--- config.mk ---
export PLATFORM = sky130hd
export DESIGN_NAME = oled_spi_rx_flat
export DESIGN_NICKNAME = d
export VERILOG_FILES = /design/src/rtl/oled_pkg.sv /design/src/rtl/oled_spi_rx_if.sv /design/src/rtl/oled_sync_edge.sv /design/src/rtl/oled_spi_rx.sv /design/src/flat_wrapper.sv
export SDC_FILE = /design/constraint.sdc
export NUM_CORES = 1
export LEC_CHECK = 0
export CAP_MARGIN = 15
export CELL_PAD_IN_SITES_DETAIL_PLACEMENT = 0
export CELL_PAD_IN_SITES_GLOBAL_PLACEMENT = 2
export CORE_UTILIZATION = 31
export DETAILED_ROUTE_END_ITERATION = 8
export HOLD_SLACK_MARGIN = 0.05
export PLACE_DENSITY_LB_ADDON = 0.1
export SYNTH_ARGS = -nofsm -noshare
export SYNTH_HDL_FRONTEND = slang
export SYNTH_HIERARCHICAL = 1
export SYNTH_SLANG_ARGS = --single-unit
--- constraint.sdc ---
create_clock -name clk -period 1.95 [get_ports clk]
set_input_delay 0.39 -clock clk [delete_from_list [all_inputs] [get_ports clk]]
set_output_delay 0.39 -clock clk [all_outputs]
set_load 0.1 [all_outputs]
--- src/rtl/oled_pkg.sv ---
// Shared definitions for the OLED SPI responder.
//   state_t    : receiver state encoding (ARMWAIT, IDLE, SHIFT)
//   FRAME_BITS : width of the packed frame image (15 bytes)
//   BYTE_W     : bits per SPI byte
package oled_pkg;

    localparam int BYTE_W     = 8;
    localparam int FRAME_BITS = 120;

    typedef enum logic [1:0] {
        ARMWAIT,
        IDLE,
        SHIFT
    } state_t;

endpackage

--- src/rtl/oled_spi_rx_if.sv ---
// Bundle of SPI pins and receiver outputs for oled_spi_rx.
//   master : drives cs/sclk/mosi/d_c, observes byte and frame results
//   slave  : the receiver side (oled_spi_rx)
interface oled_spi_rx_if;
    import oled_pkg::*;

    logic                  cs;
    logic                  sclk;
    logic                  mosi;
    logic                  d_c;
    logic                  byte_valid;
    logic [BYTE_W-1:0]     byte_data;
    logic                  byte_dc;
    logic                  frame_done;
    logic [FRAME_BITS-1:0] frame_bytes;
    logic [3:0]            frame_count;
    logic                  frame_dc;
    logic                  frame_mixed;
    logic                  frame_err;
    logic                  frame_ovf;

    modport master (
        output cs, sclk, mosi, d_c,
        input  byte_valid, byte_data, byte_dc, frame_done, frame_bytes,
               frame_count, frame_dc, frame_mixed, frame_err, frame_ovf
    );

    modport slave (
        input  cs, sclk, mosi, d_c,
        output byte_valid, byte_data, byte_dc, frame_done, frame_bytes,
               frame_count, frame_dc, frame_mixed, frame_err, frame_ovf
    );

endinterface

--- src/rtl/oled_sync_edge.sv ---
// Multi-flop synchronizer with rise/fall detection on the synchronized level.
//   clk, rst : system clock, synchronous active-high reset
//   d        : asynchronous input
//   q        : synchronized level
//   rise     : q is 1 and was 0 on the previous cycle
//   fall     : q is 0 and was 1 on the previous cycle
module oled_sync_edge #(
    parameter int unsigned SYNC_STAGES = 2
) (
    input  logic clk,
    input  logic rst,
    input  logic d,
    output logic q,
    output logic rise,
    output logic fall
);

    logic [SYNC_STAGES-1:0] pipe;
    logic                   prev;

    always_ff @(posedge clk) begin
        if (rst) begin
            pipe <= '0;
            prev <= 1'b0;
        end else begin
            pipe <= {pipe[SYNC_STAGES-2:0], d};
            prev <= pipe[SYNC_STAGES-1];
        end
    end

    assign q    = pipe[SYNC_STAGES-1];
    assign rise = q & ~prev;
    assign fall = ~q & prev;

endmodule

--- src/rtl/oled_spi_rx.sv ---
// SPI responder for the OLED command/data link. Rebuilds MSB-first bytes,
// tags each with d_c, and publishes the whole chip-select frame on cs rise.
//   clk, rst : system clock (>= 4x sclk), synchronous active-high reset
//   bus      : oled_spi_rx_if.slave -- cs/sclk/mosi/d_c in; byte_valid,
//              byte_data, byte_dc, frame_done, frame_bytes, frame_count,
//              frame_dc, frame_mixed, frame_err, frame_ovf out
module oled_spi_rx
    import oled_pkg::*;
#(
    parameter int unsigned SYNC_STAGES = 2,
    parameter int unsigned MAX_BYTES   = 15
) (
    input  logic           clk,
    input  logic           rst,
    oled_spi_rx_if.slave   bus
);

    logic cs_s, cs_rise, cs_fall;
    logic sclk_rise, sclk_level_unused, sclk_fall_unused;

    oled_sync_edge #(.SYNC_STAGES(SYNC_STAGES)) u_cs_sync (
        .clk(clk), .rst(rst), .d(bus.cs),
        .q(cs_s), .rise(cs_rise), .fall(cs_fall)
    );

    oled_sync_edge #(.SYNC_STAGES(SYNC_STAGES)) u_sclk_sync (
        .clk(clk), .rst(rst), .d(bus.sclk),
        .q(sclk_level_unused), .rise(sclk_rise), .fall(sclk_fall_unused)
    );

    // Same depth as the sclk path so mosi/d_c stay aligned with sclk_rise.
    logic [SYNC_STAGES-1:0] mosi_pipe, dc_pipe;
    logic                   mosi_s, d_c_s;

    always_ff @(posedge clk) begin
        if (rst) begin
            mosi_pipe <= '0;
            dc_pipe   <= '0;
        end else begin
            mosi_pipe <= {mosi_pipe[SYNC_STAGES-2:0], bus.mosi};
            dc_pipe   <= {dc_pipe[SYNC_STAGES-2:0], bus.d_c};
        end
    end

    assign mosi_s = mosi_pipe[SYNC_STAGES-1];
    assign d_c_s  = dc_pipe[SYNC_STAGES-1];

    state_t                state;
    logic [2:0]            bit_cnt;
    logic [BYTE_W-1:0]     shift_reg;
    logic [3:0]            idx;
    logic [FRAME_BITS-1:0] frame_buf;
    logic                  have_byte, first_dc, last_dc, mixed, ovf;

    logic                  byte_valid_q, byte_dc_q, frame_done_q;
    logic [BYTE_W-1:0]     byte_data_q;
    logic [FRAME_BITS-1:0] frame_bytes_q;
    logic [3:0]            frame_count_q;
    logic                  frame_dc_q, frame_mixed_q, frame_err_q, frame_ovf_q;

    // Next-frame view including a byte completing this cycle, so a byte that
    // finishes together with cs rise lands in the same published frame.
    logic                  shifting, byte_done, store;
    logic [BYTE_W-1:0]     new_byte;
    logic [2:0]            bit_cnt_nxt;
    logic [3:0]            idx_nxt;
    logic [FRAME_BITS-1:0] buf_nxt;
    logic                  first_dc_nxt, mixed_nxt, ovf_nxt;

    always_comb begin
        // In SHIFT, cs_s can only be high on the cs_rise cycle, so gating on
        // the state alone rejects sclk activity while cs is deasserted.
        shifting     = (state == SHIFT) && sclk_rise;
        // 3-bit counter wraps 7->0 on the 8th edge: "reach 8 then clear".
        byte_done    = shifting && (bit_cnt == 3'd7);
        new_byte     = {shift_reg[BYTE_W-2:0], mosi_s};
        store        = byte_done && (32'(idx) < MAX_BYTES);
        bit_cnt_nxt  = shifting ? bit_cnt + 3'd1 : bit_cnt;
        idx_nxt      = store ? idx + 4'd1 : idx;
        ovf_nxt      = ovf | (byte_done && !store);
        first_dc_nxt = (byte_done && !have_byte) ? d_c_s : first_dc;
        mixed_nxt    = mixed | (byte_done && have_byte && (d_c_s != last_dc));
        buf_nxt      = frame_buf;
        for (int unsigned k = 0; k < MAX_BYTES; k++) begin
            if (store && (32'(idx) == k))
                buf_nxt[FRAME_BITS-1-BYTE_W*k -: BYTE_W] = new_byte;
        end
    end

    always_ff @(posedge clk) begin
        if (rst) begin
            state         <= ARMWAIT;
            bit_cnt       <= '0;
            shift_reg     <= '0;
            idx           <= '0;
            frame_buf     <= '0;
            have_byte     <= 1'b0;
            first_dc      <= 1'b0;
            last_dc       <= 1'b0;
            mixed         <= 1'b0;
            ovf           <= 1'b0;
            byte_valid_q  <= 1'b0;
            byte_data_q   <= '0;
            byte_dc_q     <= 1'b0;
            frame_done_q  <= 1'b0;
            frame_bytes_q <= '0;
            frame_count_q <= '0;
            frame_dc_q    <= 1'b0;
            frame_mixed_q <= 1'b0;
            frame_err_q   <= 1'b0;
            frame_ovf_q   <= 1'b0;
        end else begin
            byte_valid_q <= 1'b0;
            frame_done_q <= 1'b0;
            case (state)
                ARMWAIT: begin
                    if (cs_s) state <= IDLE;
                end
                IDLE: begin
                    if (cs_fall) begin
                        bit_cnt   <= '0;
                        shift_reg <= '0;
                        idx       <= '0;
                        frame_buf <= '0;
                        have_byte <= 1'b0;
                        first_dc  <= 1'b0;
                        last_dc   <= 1'b0;
                        mixed     <= 1'b0;
                        ovf       <= 1'b0;
                        state     <= SHIFT;
                    end
                end
                SHIFT: begin
                    bit_cnt   <= bit_cnt_nxt;
                    idx       <= idx_nxt;
                    frame_buf <= buf_nxt;
                    first_dc  <= first_dc_nxt;
                    mixed     <= mixed_nxt;
                    ovf       <= ovf_nxt;
                    if (shifting) shift_reg <= new_byte;
                    if (byte_done) begin
                        have_byte    <= 1'b1;
                        last_dc      <= d_c_s;
                        byte_valid_q <= 1'b1;
                        byte_data_q  <= new_byte;
                        byte_dc_q    <= d_c_s;
                    end
                    if (cs_rise) begin
                        state         <= IDLE;
                        frame_done_q  <= 1'b1;
                        frame_bytes_q <= buf_nxt;
                        frame_count_q <= idx_nxt;
                        frame_dc_q    <= first_dc_nxt;
                        frame_mixed_q <= mixed_nxt;
                        frame_err_q   <= (bit_cnt_nxt != 3'd0);
                        frame_ovf_q   <= ovf_nxt;
                    end
                end
                default: state <= ARMWAIT;
            endcase
        end
    end

    assign bus.byte_valid  = byte_valid_q;
    assign bus.byte_data   = byte_data_q;
    assign bus.byte_dc     = byte_dc_q;
    assign bus.frame_done  = frame_done_q;
    assign bus.frame_bytes = frame_bytes_q;
    assign bus.frame_count = frame_count_q;
    assign bus.frame_dc    = frame_dc_q;
    assign bus.frame_mixed = frame_mixed_q;
    assign bus.frame_err   = frame_err_q;
    assign bus.frame_ovf   = frame_ovf_q;

endmodule

--- src/flat_wrapper.sv ---
// flat-port wrapper written by rule: the top's interface ports become plain ports
module oled_spi_rx_flat import oled_pkg::*;
#(
    parameter int unsigned SYNC_STAGES = 2,
    parameter int unsigned MAX_BYTES   = 15
)
  (clk, rst, bus_cs, bus_sclk, bus_mosi, bus_d_c, bus_byte_valid, bus_byte_data, bus_byte_dc, bus_frame_done, bus_frame_bytes, bus_frame_count, bus_frame_dc, bus_frame_mixed, bus_frame_err, bus_frame_ovf);
  oled_spi_rx_if bus_i ();
  input  logic clk;
  input  logic rst;
  input wire logic [$bits(bus_i.cs)-1:0] bus_cs;
  input wire logic [$bits(bus_i.sclk)-1:0] bus_sclk;
  input wire logic [$bits(bus_i.mosi)-1:0] bus_mosi;
  input wire logic [$bits(bus_i.d_c)-1:0] bus_d_c;
  output wire logic [$bits(bus_i.byte_valid)-1:0] bus_byte_valid;
  output wire logic [$bits(bus_i.byte_data)-1:0] bus_byte_data;
  output wire logic [$bits(bus_i.byte_dc)-1:0] bus_byte_dc;
  output wire logic [$bits(bus_i.frame_done)-1:0] bus_frame_done;
  output wire logic [$bits(bus_i.frame_bytes)-1:0] bus_frame_bytes;
  output wire logic [$bits(bus_i.frame_count)-1:0] bus_frame_count;
  output wire logic [$bits(bus_i.frame_dc)-1:0] bus_frame_dc;
  output wire logic [$bits(bus_i.frame_mixed)-1:0] bus_frame_mixed;
  output wire logic [$bits(bus_i.frame_err)-1:0] bus_frame_err;
  output wire logic [$bits(bus_i.frame_ovf)-1:0] bus_frame_ovf;
  assign bus_i.cs = bus_cs;
  assign bus_i.sclk = bus_sclk;
  assign bus_i.mosi = bus_mosi;
  assign bus_i.d_c = bus_d_c;
  assign bus_byte_valid = bus_i.byte_valid;
  assign bus_byte_data = bus_i.byte_data;
  assign bus_byte_dc = bus_i.byte_dc;
  assign bus_frame_done = bus_i.frame_done;
  assign bus_frame_bytes = bus_i.frame_bytes;
  assign bus_frame_count = bus_i.frame_count;
  assign bus_frame_dc = bus_i.frame_dc;
  assign bus_frame_mixed = bus_i.frame_mixed;
  assign bus_frame_err = bus_i.frame_err;
  assign bus_frame_ovf = bus_i.frame_ovf;
  oled_spi_rx #(.SYNC_STAGES(SYNC_STAGES), .MAX_BYTES(MAX_BYTES)) u_core (.clk(clk), .rst(rst), .bus(bus_i));
endmodule
==> results.json, run 1 <==
{
  "status": "complete, no violations",
  "die-area_um2": 43150,
  "placed_cells": 2070,
  "cp_data_arrival_time_ns": 2.25,
  "cts-root-buf": "clkbuf_16",
  "cts_max_level": 2,
  "overflow": 0,
  "cap_violations": 0,
  "drt-vias-per-instance": 5.571,
  "finalCritPeriodShare": 0.9518,
  "fin_crit_ns": 1.856,
  "netlist_area_um2": 13120,
  "grt_use_total": 0.2242,
  "slowest_stage": "or4b_4",
  "leakage_nw": 6.450,
  "drtIter0Drc": 902,
  "worstSetupPathDepth": 4,
  "pre_cts_slack_ns": -0.04874,
  "layout_common_cells": "dfxtp_1 (288), a211oi_1 (236), buf_4 (158), o21ai_0 (130), nand2_1 (115)",
  "wire_per_inst_um": 22.89,
  "final_common_cell": "dfxtp_1",
  "drc_errors": 0,
  "final_cell_area_um2": 17260,
  "critPathBufInv": 1,
  "hp-class": "input port to flip-flop",
  "holdPathStages": 3,
  "layout_setup_ws_ns": 0.09391,
  "r2r_start": "u_core/state[0]",
  "fmax_mhz": 538.8,
  "hold_start": "rst",
  "cp_slowest_stage_delay_ns": 0.63,
  "crit_fanout": 16,
  "stdcell_count": 2133,
  "critical_path.startpoint_type": "flip-flop",
  "dp_hpwl_um": 30430,
  "antenna_found_initial": 0,
  "clk_path_buf_depth": 3,
  "grt_max_degree": 90,
  "peakVddDrop_mv": 0.5132,
  "synth_area_per_cell_um2": 8.943,
  "layout.nets": 1589,
  "crit_family": "simple AND/OR/NAND/NOR gates",
  "maxSlewHeadroom": 0.6211,
  "clk_latency_ns": 0.54,
  "rsz0062_at_grt": "true",
  "ctsHoldBuffers": 0,
  "drive_gt1_frac": 0.2324,
  "final_hold_viol_count": 0,
  "floorplan.initialDensity": 0.3177,
  "tightest_slew_ns": 0.5676,
  "grt_pass1_vias": 11365,
  "gp_congestion": 0.7724,
  "crit_start": "u_core/state[0]",
  "finalSetupViolations": 0,
  "whs_ns": 0.3801,
  "synth_cells": 1467,
  "yosys_warnings": 6,
  "syn_nets": 1479,
  "cts_tree": "done",
  "dieHeight_um": 207.7,
  "cts_buffers": 36,
  "wirelength_um": 48830,
  "required_ns": 2.34,
  "io_pins": 145,
  "die_w_um": 207.7,
  "core_area_um2": 41290,
  "grt_pass1_wl_um": 74730,
  "synthToLayoutAreaGrowth_pct": 31.55,
  "cts.sinks": 290,
  "ant_nets": 0,
  "power_density_nw_per_um2": 749.1,
  "clk_pin_slew_ns": 0.06,
  "criticalPathCategory": "flip-flop to flip-flop",
  "finClkSkew_ns": 0.02118,
  "fp-row-count": 74,
  "setup.worst_path.end_class": "flip-flop",
  "dr.pass1.iters": 5,
  "portBuffers": 144,
  "path_cells": "buf_12 -> or4b_4 -> nor2_8 -> a211oi_1",
  "slew_viol_final": 0,
  "place_area_um2": 15990,
  "vias": 11882,
  "worstRegToRegCells": 4,
  "n_antenna_cell": 0
}
## final timing paths
path	to	slack (ns)
worst max-delay path	u_core/bus.frame_bytes[94]	0.09
worst min-delay path	u_core/shift_reg[3]	0.38
worst max register to register	u_core/bus.frame_bytes[94]	0.09
worst min register to register	u_core/dc_pipe[1]	0.44
## where the power goes
part           leakage (nW)  internal, mW  switching [mW]
Sequential             2.34          5.94         0.00694
Clock                 0.571          4.08            2.64
Combinational          3.54        0.0761           0.182
Total                  6.45          10.1            2.83
## stage by stage
| step | power [mW] | util | setup TNS [ns] |
|---|---|---|---|
| after global placement | 6.333 | 0.3871 | -0.01421 |
| after global routing | 13.38 | 0.4179 | -0.01219 |
| final | 12.93 | 0.4179 | 0 |
| after detailed placement | 6.333 | 0.3871 | -0.6677 |
| after CTS | 13.10 | 0.4155 | -0.6241 |
| after floorplan | 6.217 | - | 0 |
## routing by layer
layer | track usage | part of all wire | vias to the layer above
met5 | 0 | 0 | -
met3 | 0.03177 | 0.045 | 53
li1 | - | - | 5741
met2 | 0.3490 | 0.45 | 299
met4 | 0.06513 | 0.022 | 0
met1 | 0.3203 | 0.48 | 5789
## tightest hold or removal path: cells and delay by family
| kind | cells | cell delay (ns) |
|---|---|---|
| buffers and inverters | 2 | 0.39 |
| AOI/OAI and AO/OA | 1 | 0.10 |
## final cells by class
| cell class | instances | area [µm²] |
|---|---|---|
| Fill cell | 4101 | 24040 |
| Multi-Input combinational cell | 899 | 6269 |
| Sequential cell | 290 | 5808 |
| Timing Repair Buffer | 251 | 2979 |
| Clock buffer | 58 | 1095 |
| Tap cell | 532 | 665.6 |
| Inverter | 99 | 371.6 |
| Clock inverter | 4 | 70.07 |
## timing repair
| action | 4_1_cts | 5_1_grt |
|---|---|---|
| resized for setup | 2 | 22 |
| pin swaps | 0 | 3 |
| buffers inserted | 0 | 1 |
| endpoints found under the setup margin | 58 | 101 |
No activity file was read; power rests on OpenSTA's default activity.
==> inputs of run 2 (changes only) <==
--- a/config.mk
+++ b/config.mk
@@ -12,6 +12,7 @@
 export DETAILED_ROUTE_END_ITERATION = 8
 export HOLD_SLACK_MARGIN = 0.05
 export PLACE_DENSITY_LB_ADDON = 0.1
+export SKIP_CTS_REPAIR_TIMING = 1
 export SYNTH_ARGS = -nofsm -noshare
 export SYNTH_HDL_FRONTEND = slang
 export SYNTH_HIERARCHICAL = 1
==> constraint.sdc (replaced) <==
create_clock -name clk -period 1.6 [get_ports clk]
set_input_delay 0.32 -clock clk [delete_from_list [all_inputs] [get_ports clk]]
set_output_delay 0.32 -clock clk [all_outputs]
set_load 0.1 [all_outputs]
==> run 2 against run 1 <==
  * The flow now finishes with violations (setup timing)
  * Routed wire length increased by 13%
  * Critical path depth increased by 5
  * Maximum frequency increased by 4.2%
  * Largest cell class unchanged
  * Largest power group unchanged
==> results.json, run 2 (synthesis gave the netlist of run 1 again) <==
{
  "status": "finished, violations left",
  "failed_checks": "setup timing",
  "crit_fanout": 8,
  "finalCritPeriodShare": 1.113,
  "fmax_mhz": 561.6,
  "dp_hpwl_um": 31300,
  "cp_data_arrival_time_ns": 2.22,
  "rr_endpoint": "u_core/frame_buf[19]",
  "final_hold_viol_count": 0,
  "tightest_slew_ns": 0.4222,
  "die_w_um": 207.7,
  "critical_path.startpoint_type": "flip-flop",
  "drt-vias-per-instance": 5.654,
  "leakage_nw": 7.799,
  "criticalPathCategory": "flip-flop to flip-flop",
  "worstRegToRegCells": 9,
  "layout_setup_ws_ns": -0.1806,
  "drtIter0Drc": 877,
  "synthToLayoutAreaGrowth_pct": 62.63,
  "drive_gt1_frac": 0.3902,
  "clk_path_buf_depth": 3,
  "power_density_nw_per_um2": 767.3,
  "cts.sinks": 290,
  "holdPathEnd": "u_core/state[1]",
  "peakVddDrop_mv": 0.6316,
  "register_area_um2": 5827,
  "hold_start": "rst",
  "slew_viol_final": 0,
  "drc_errors": 0,
  "wirelength_um": 55100,
  "grtUsageMet1": 0.3198,
  "cap_violations": 0,
  "io_pins": 145,
  "fillers": 3695,
  "cts_buffers": 37,
  "holdPathStages": 2,
  "cts_max_level": 2,
  "cts-root-buf": "clkbuf_16",
  "hp-class": "input port to flip-flop",
  "wire_per_inst_um": 24.50,
  "grt_pass1_vias": 11668,
  "clk_pin_slew_ns": 0.06,
  "n_antenna_cell": 0,
  "clk_latency_ns": 0.56,
  "antenna_found_initial": 1,
  "grt_use_total": 0.2250,
  "multi_input_area_um2": 7425,
  "finClkSkew_ns": 0.01361,
  "maxSlewHeadroom": 0.7182,
  "vias": 12715,
  "grt_max_degree": 61,
  "final_common_cell": "dfxtp_1",
  "portBuffers": 144,
  "cts_tree": "done",
  "layout.nets": 1704,
  "core_area_um2": 41290,
  "met2_usage": 0.3503,
  "dieHeight_um": 207.7,
  "place_area_um2": 18040,
  "gp_congestion": 0.7868,
  "r2r_start": "u_core/bit_cnt[1]",
  "fin_crit_ns": 1.781,
  "die-area_um2": 43150,
  "floorplan.initialDensity": 0.3177,
  "setup.worst_path.end_class": "flip-flop",
  "dr.pass1.iters": 5,
  "top_usage_layer": "met2",
  "ant_nets": 0,
  "grt_pass1_wl_um": 75060,
  "overflow": 0,
  "pre_cts_slack_ns": -0.2535,
  "fp-row-count": 74,
  "finalSetupViolations": 191,
  "layout_common_cells": "dfxtp_1 (281), buf_12 (206), o21ai_0 (126), a211oi_2 (124), nand2_1 (115)",
  "rsz0062_at_grt": "true",
  "required_ns": 2.04,
  "grtUsageMet3": 0.03464,
  "ff2ff_setup_slack_ns": -0.18,
  "final_cell_area_um2": 21340
}
run 2: cell count changes in the layout (fill, tap and decap cells not counted), sizes merged:
cell	previous run	this run
buf	247	341
bufinv	2	4
clkbuf	58	67
clkinv	2	7
clkinvlp	0	2
inv	99	101
nand4b	5	6
nor2	30	31
run 2: power by group:
group,switching [mW],internal (mW),leakage [nW],total (mW)
Sequential,0.0132,7.23,2.34,7.24
Clock,3.42,5.32,0.617,8.75
Combinational,0.246,0.134,4.84,0.381
run 2: critical path, cell delays in order (launching register included):
cell and delay, ns:
dfxtp_2 0.33, ha_4 0.16, ha_4 0.16, nand4b_1 0.10, buf_6 0.14, buf_12 0.15, buf_6 0.11, nor3_4 0.04
buf_12 0.13, a221o_1 0.34
run 2: area by class of cell:
class                   instances  area share
flip-flops and latches        290      0.2731
clock buffers                  49     0.04985
clock inverters                15    0.008914
well taps                     532     0.03120
multi-input cells             901      0.3480
repair buffers                363      0.2715
inverters                      99     0.01742
run 2: worst max path at each step:
| stage | depth (start not counted) | from | to | slack, ns |
|---|---|---|---|---|
| floorplan | 7 | u_core/bit_cnt[0] | u_core/frame_buf[16] | -0.13 |
| finish | 9 | u_core/bit_cnt[1] | u_core/frame_buf[19] | -0.18 |
| global route | 9 | u_core/bit_cnt[1] | u_core/frame_buf[16] | -0.22 |
| global placement | 8 | u_core/bit_cnt[1] | u_core/bus.frame_count[2] | -0.28 |
| CTS | 7 | u_core/bit_cnt[1] | u_core/frame_buf[21] | -0.27 |
| detailed placement | 7 | u_core/bit_cnt[1] | u_core/frame_buf[21] | -0.25 |
run 2: through the flow:
stage	util	hold slack (ns)	std cells	power, mW	TNS, ns
after floorplan	-	0.3916	1467	7.579	-9.681
after global placement	0.4368	0.4192	2130	7.737	-18.75
after detailed placement	0.4368	0.4352	2130	7.736	-23.13
after CTS	0.4672	0.1367	2194	16.51	-29.48
after global routing	0.5167	0.1701	2249	16.88	-23.74
final	0.5167	0.1625	2249	16.37	-10.21
run 2: layer usage:
metal	routed length (µm)	up-vias
met4	1813	0
met3	2706	92
met1	25600	6267
met2	24980	387
li1	-	5969
met5	0	-
==> inputs of run 3 (changes only) <==
--- a/config.mk
+++ b/config.mk
@@ -8,6 +8,7 @@
 export CAP_MARGIN = 15
 export CELL_PAD_IN_SITES_DETAIL_PLACEMENT = 0
 export CELL_PAD_IN_SITES_GLOBAL_PLACEMENT = 2
+export CORE_MARGIN = 2
 export CORE_UTILIZATION = 31
 export DETAILED_ROUTE_END_ITERATION = 8
 export HOLD_SLACK_MARGIN = 0.05
@@ -15,5 +16,4 @@
 export SKIP_CTS_REPAIR_TIMING = 1
 export SYNTH_ARGS = -nofsm -noshare
 export SYNTH_HDL_FRONTEND = slang
-export SYNTH_HIERARCHICAL = 1
 export SYNTH_SLANG_ARGS = --single-unit
==> constraint.sdc (replaced) <==
create_clock -name clk -period 1.6 [get_ports clk]
set_input_delay 0.32 -clock clk [delete_from_list [all_inputs] [get_ports clk]]
set_output_delay 0.32 -clock clk [all_outputs]
set_load 0.005 [all_outputs]
==> run 3 against run 2 <==
  * The flow still finishes with violations (setup timing)
  * Global-route usage is 3.3 points lower
  * Combinational power is 6.0% lower
  * Clock power shrank 16%
  * Final area is 24% lower
  * Worst setup slack got worse by 0.13 ns
  * Maximum frequency decreased by 6.9%
  * Core utilization is 6.4 points lower
  * Sequential share of layout area rose by 8.8 points
  * Critical endpoint is now u_core.bus.frame_bytes[26]
  * Largest power group unchanged
==> results.json, run 3 <==
{
  "core_area_um2": 35570,
  "vias": 9664,
  "clk_path_buf_depth": 3,
  "hp-class": "input port to flip-flop",
  "yosys.cell_count.top_type": "dfxtp_1",
  "finalSetupViolations": 403,
  "finalPower_mw": 14.97,
  "synth_top_area_share": 0.5194,
  "switching_share": 0.2221,
  "ant_nets": 0,
  "grt_pass1_vias": 9468,
  "yosys.area.top_type": "dfxtp_1",
  "crit_start": "u_core.bit_cnt[0]",
  "antenna_found_initial": 0,
  "synth-edff-count": 0,
  "dr.pass1.iters": 5,
  "crit_fanout": 6,
  "ys_seq_elements": 290,
  "required_ns": 1.98,
  "drt-vias-per-instance": 5.102,
  "peakVddDrop_mv": 0.6526,
  "tightest_slew_ns": 0.5788,
  "portBuffers": 144,
  "power_density_nw_per_um2": 929.3,
  "grt_max_degree": 82,
  "place_area_um2": 14310,
  "p_sw_mw": 3.325,
  "grt_pass1_wl_um": 57450,
  "n_antenna_cell": 0,
  "failed_checks": "setup timing",
  "internal-power_mw": 11.65,
  "syn_nets": 1190,
  "synth_common_cells": "dfxtp_1 (290), nor2_1 (153), nand2_1 (149), a22o_1 (120), clkbuf_1 (72)",
  "cts-root-buf": "clkbuf_16",
  "netlist_area_um2": 11180,
  "setup.worst_path.end_class": "flip-flop",
  "synthTopCellsByArea": "dfxtp_1 (52%), a22o_1 (9.4%), nor2_1 (5.1%)",
  "cp_data_arrival_time_ns": 2.29,
  "status": "finished, violations left",
  "multi_input_area_um2": 5585,
  "ys_seq_area_frac": 0.5194,
  "wirelength_um": 37310,
  "drc_errors": 0,
  "final_hold_viol_count": 0,
  "cts.sinks": 290,
  "drive_gt1_frac": 0.2338,
  "finClkSkew_ns": 0.01780,
  "leakage_nw": 5.653,
  "cap_violations": 0,
  "synth.distinct_cells": 58,
  "yosys_warnings": 0,
  "drtIter0Drc": 525,
  "combPwrFrac": 0.024,
  "register_area_um2": 5823,
  "clk_pin_slew_ns": 0.06,
  "layout.nets": 1421,
  "cts_buffers": 35,
  "fp-row-count": 69,
  "final_cell_area_um2": 16110,
  "die-area_um2": 37590,
  "ff2ff_setup_slack_ns": -0.31,
  "layout_common_cells": "dfxtp_1 (282), nor2_1 (147), nand2_1 (144), clkdlybuf4s50_1 (142), a22o_1 (120)",
  "floorplan.initialDensity": 0.3142,
  "io_pins": 145,
  "clockPowerShare": 0.492,
  "layout_setup_ws_ns": -0.3117,
  "synth_top_flop_cell": "dfxtp_1",
  "power_frac_seq": 0.484,
  "grt_use_total": 0.1923,
  "whs_ns": 0.1449,
  "worstRegToRegCells": 7,
  "synth_area_per_cell_um2": 9.488,
  "synth_cells": 1178,
  "rr_endpoint": "u_core.bus.frame_bytes[26]",
  "gp_congestion": 0.7853,
  "final_common_cell": "dfxtp_1",
  "cp-endpoint": "u_core.bus.frame_bytes[26]",
  "clk_latency_ns": 0.52,
  "cts_tree": "done",
  "finalCritPeriodShare": 1.195,
  "slew_viol_final": 0,
  "critical_path.startpoint_type": "flip-flop",
  "die_w_um": 193.9,
  "synth-async-reset-ratio": 0,
  "r2r_start": "u_core.bit_cnt[0]",
  "dieHeight_um": 193.9,
  "fin_crit_ns": 1.912,
  "rsz0062_at_grt": "true",
  "fillers": 3497,
  "overflow": 0,
  "criticalPathCategory": "flip-flop to flip-flop",
  "cts_max_level": 2,
  "wire_per_inst_um": 19.70,
  "maxSlewHeadroom": 0.6111,
  "dp_hpwl_um": 24020,
  "synthToLayoutAreaGrowth_pct": 44.16,
  "fmax_mhz": 523.1
}
[run 3: cell count changes in the layout (fill, tap and decap cells not counted), moves of 99 or more]
cell	change
buf_12	-178
a211oi_2	-121
clkdlybuf4s50_1	+138
nand3_1	-99
a22o_1	+120
o21ai_0	-120
nor2_1	+140
[run 3: layer usage]
layer / share of wire / track usage / vias up
li1: - / - / 4794
met1: 0.49 / 0.2760 / 4641
met2: 0.45 / 0.3041 / 180
met3: 0.036 / 0.02905 / 49
met4: 0.018 / 0.04489 / 0
met5: 0 / 0 / -
[run 3: layout make-up]
cell class                 instances  area share
multi-input combinational        776      0.3466
tap                              461     0.03580
timing repair buffer             301      0.1901
clock inverter                     9    0.003494
inverter                           5    0.001165
clock buffer                      52     0.06142
sequential                       290      0.3614
[run 3: logic make-up after synthesis]
logic type | synth area share
muxes | 0.02149
AOI/OAI and AO/OA | 0.2315
buffers and inverters | 0.04567
DFF | 0.5194
and+or+nand+nor | 0.1736
xor gates and xnor gates | 0.001568
adders and majority gates | 0.006716
[run 3: power groups by stage]
| stage | registers [mW] | logic (mW) | clock network [mW] |
|---|---|---|---|
| final | 7.25 | 0.358 | 7.37 |
| after global routing | 7.25 | 0.384 | 7.86 |
| after CTS | 7.25 | 0.317 | 7.56 |
| after detailed placement | 7.41 | 0.317 | 0 |
| after global placement | 7.41 | 0.316 | 0 |
| after floorplan | 7.41 | 0.177 | 0 |
[run 3: worst min-delay path by stage]
stage	from	cells past startpoint	to
2_1_floorplan	u_core.dc_pipe[0]	1	u_core.dc_pipe[1]
6_report	rst	3	u_core.bus.frame_count[1]
5_1_grt	rst	3	u_core.bit_cnt[0]
3_3_place_gp	u_core.dc_pipe[0]	1	u_core.dc_pipe[1]
4_1_cts	rst	2	u_core.state[1]
3_5_place_dp	u_core.dc_pipe[0]	1	u_core.dc_pipe[1]
[run 3: per-stage QoR]
step                setup slack (ns)  utilization  setup TNS, ns  std cells
floorplan                    -0.3588            -         -43.13       1178
global placement             -0.3382       0.4022         -61.31       1824
detailed placement           -0.3712       0.4022         -66.86       1824
CTS                          -0.4045       0.4316         -87.48       1885
global route                 -0.3869       0.4530         -82.57       1894
finish                       -0.3117       0.4530         -53.47       1894
[run 3: critical path, stage by stage (launching register included)]
cell,delay (ns)
dfxtp_4,0.36
ha_4,0.14
ha_4,0.13
nand3b_1,0.10
or4_4,0.55
buf_12,0.17
mux2i_2,0.23
a211oi_2,0.10
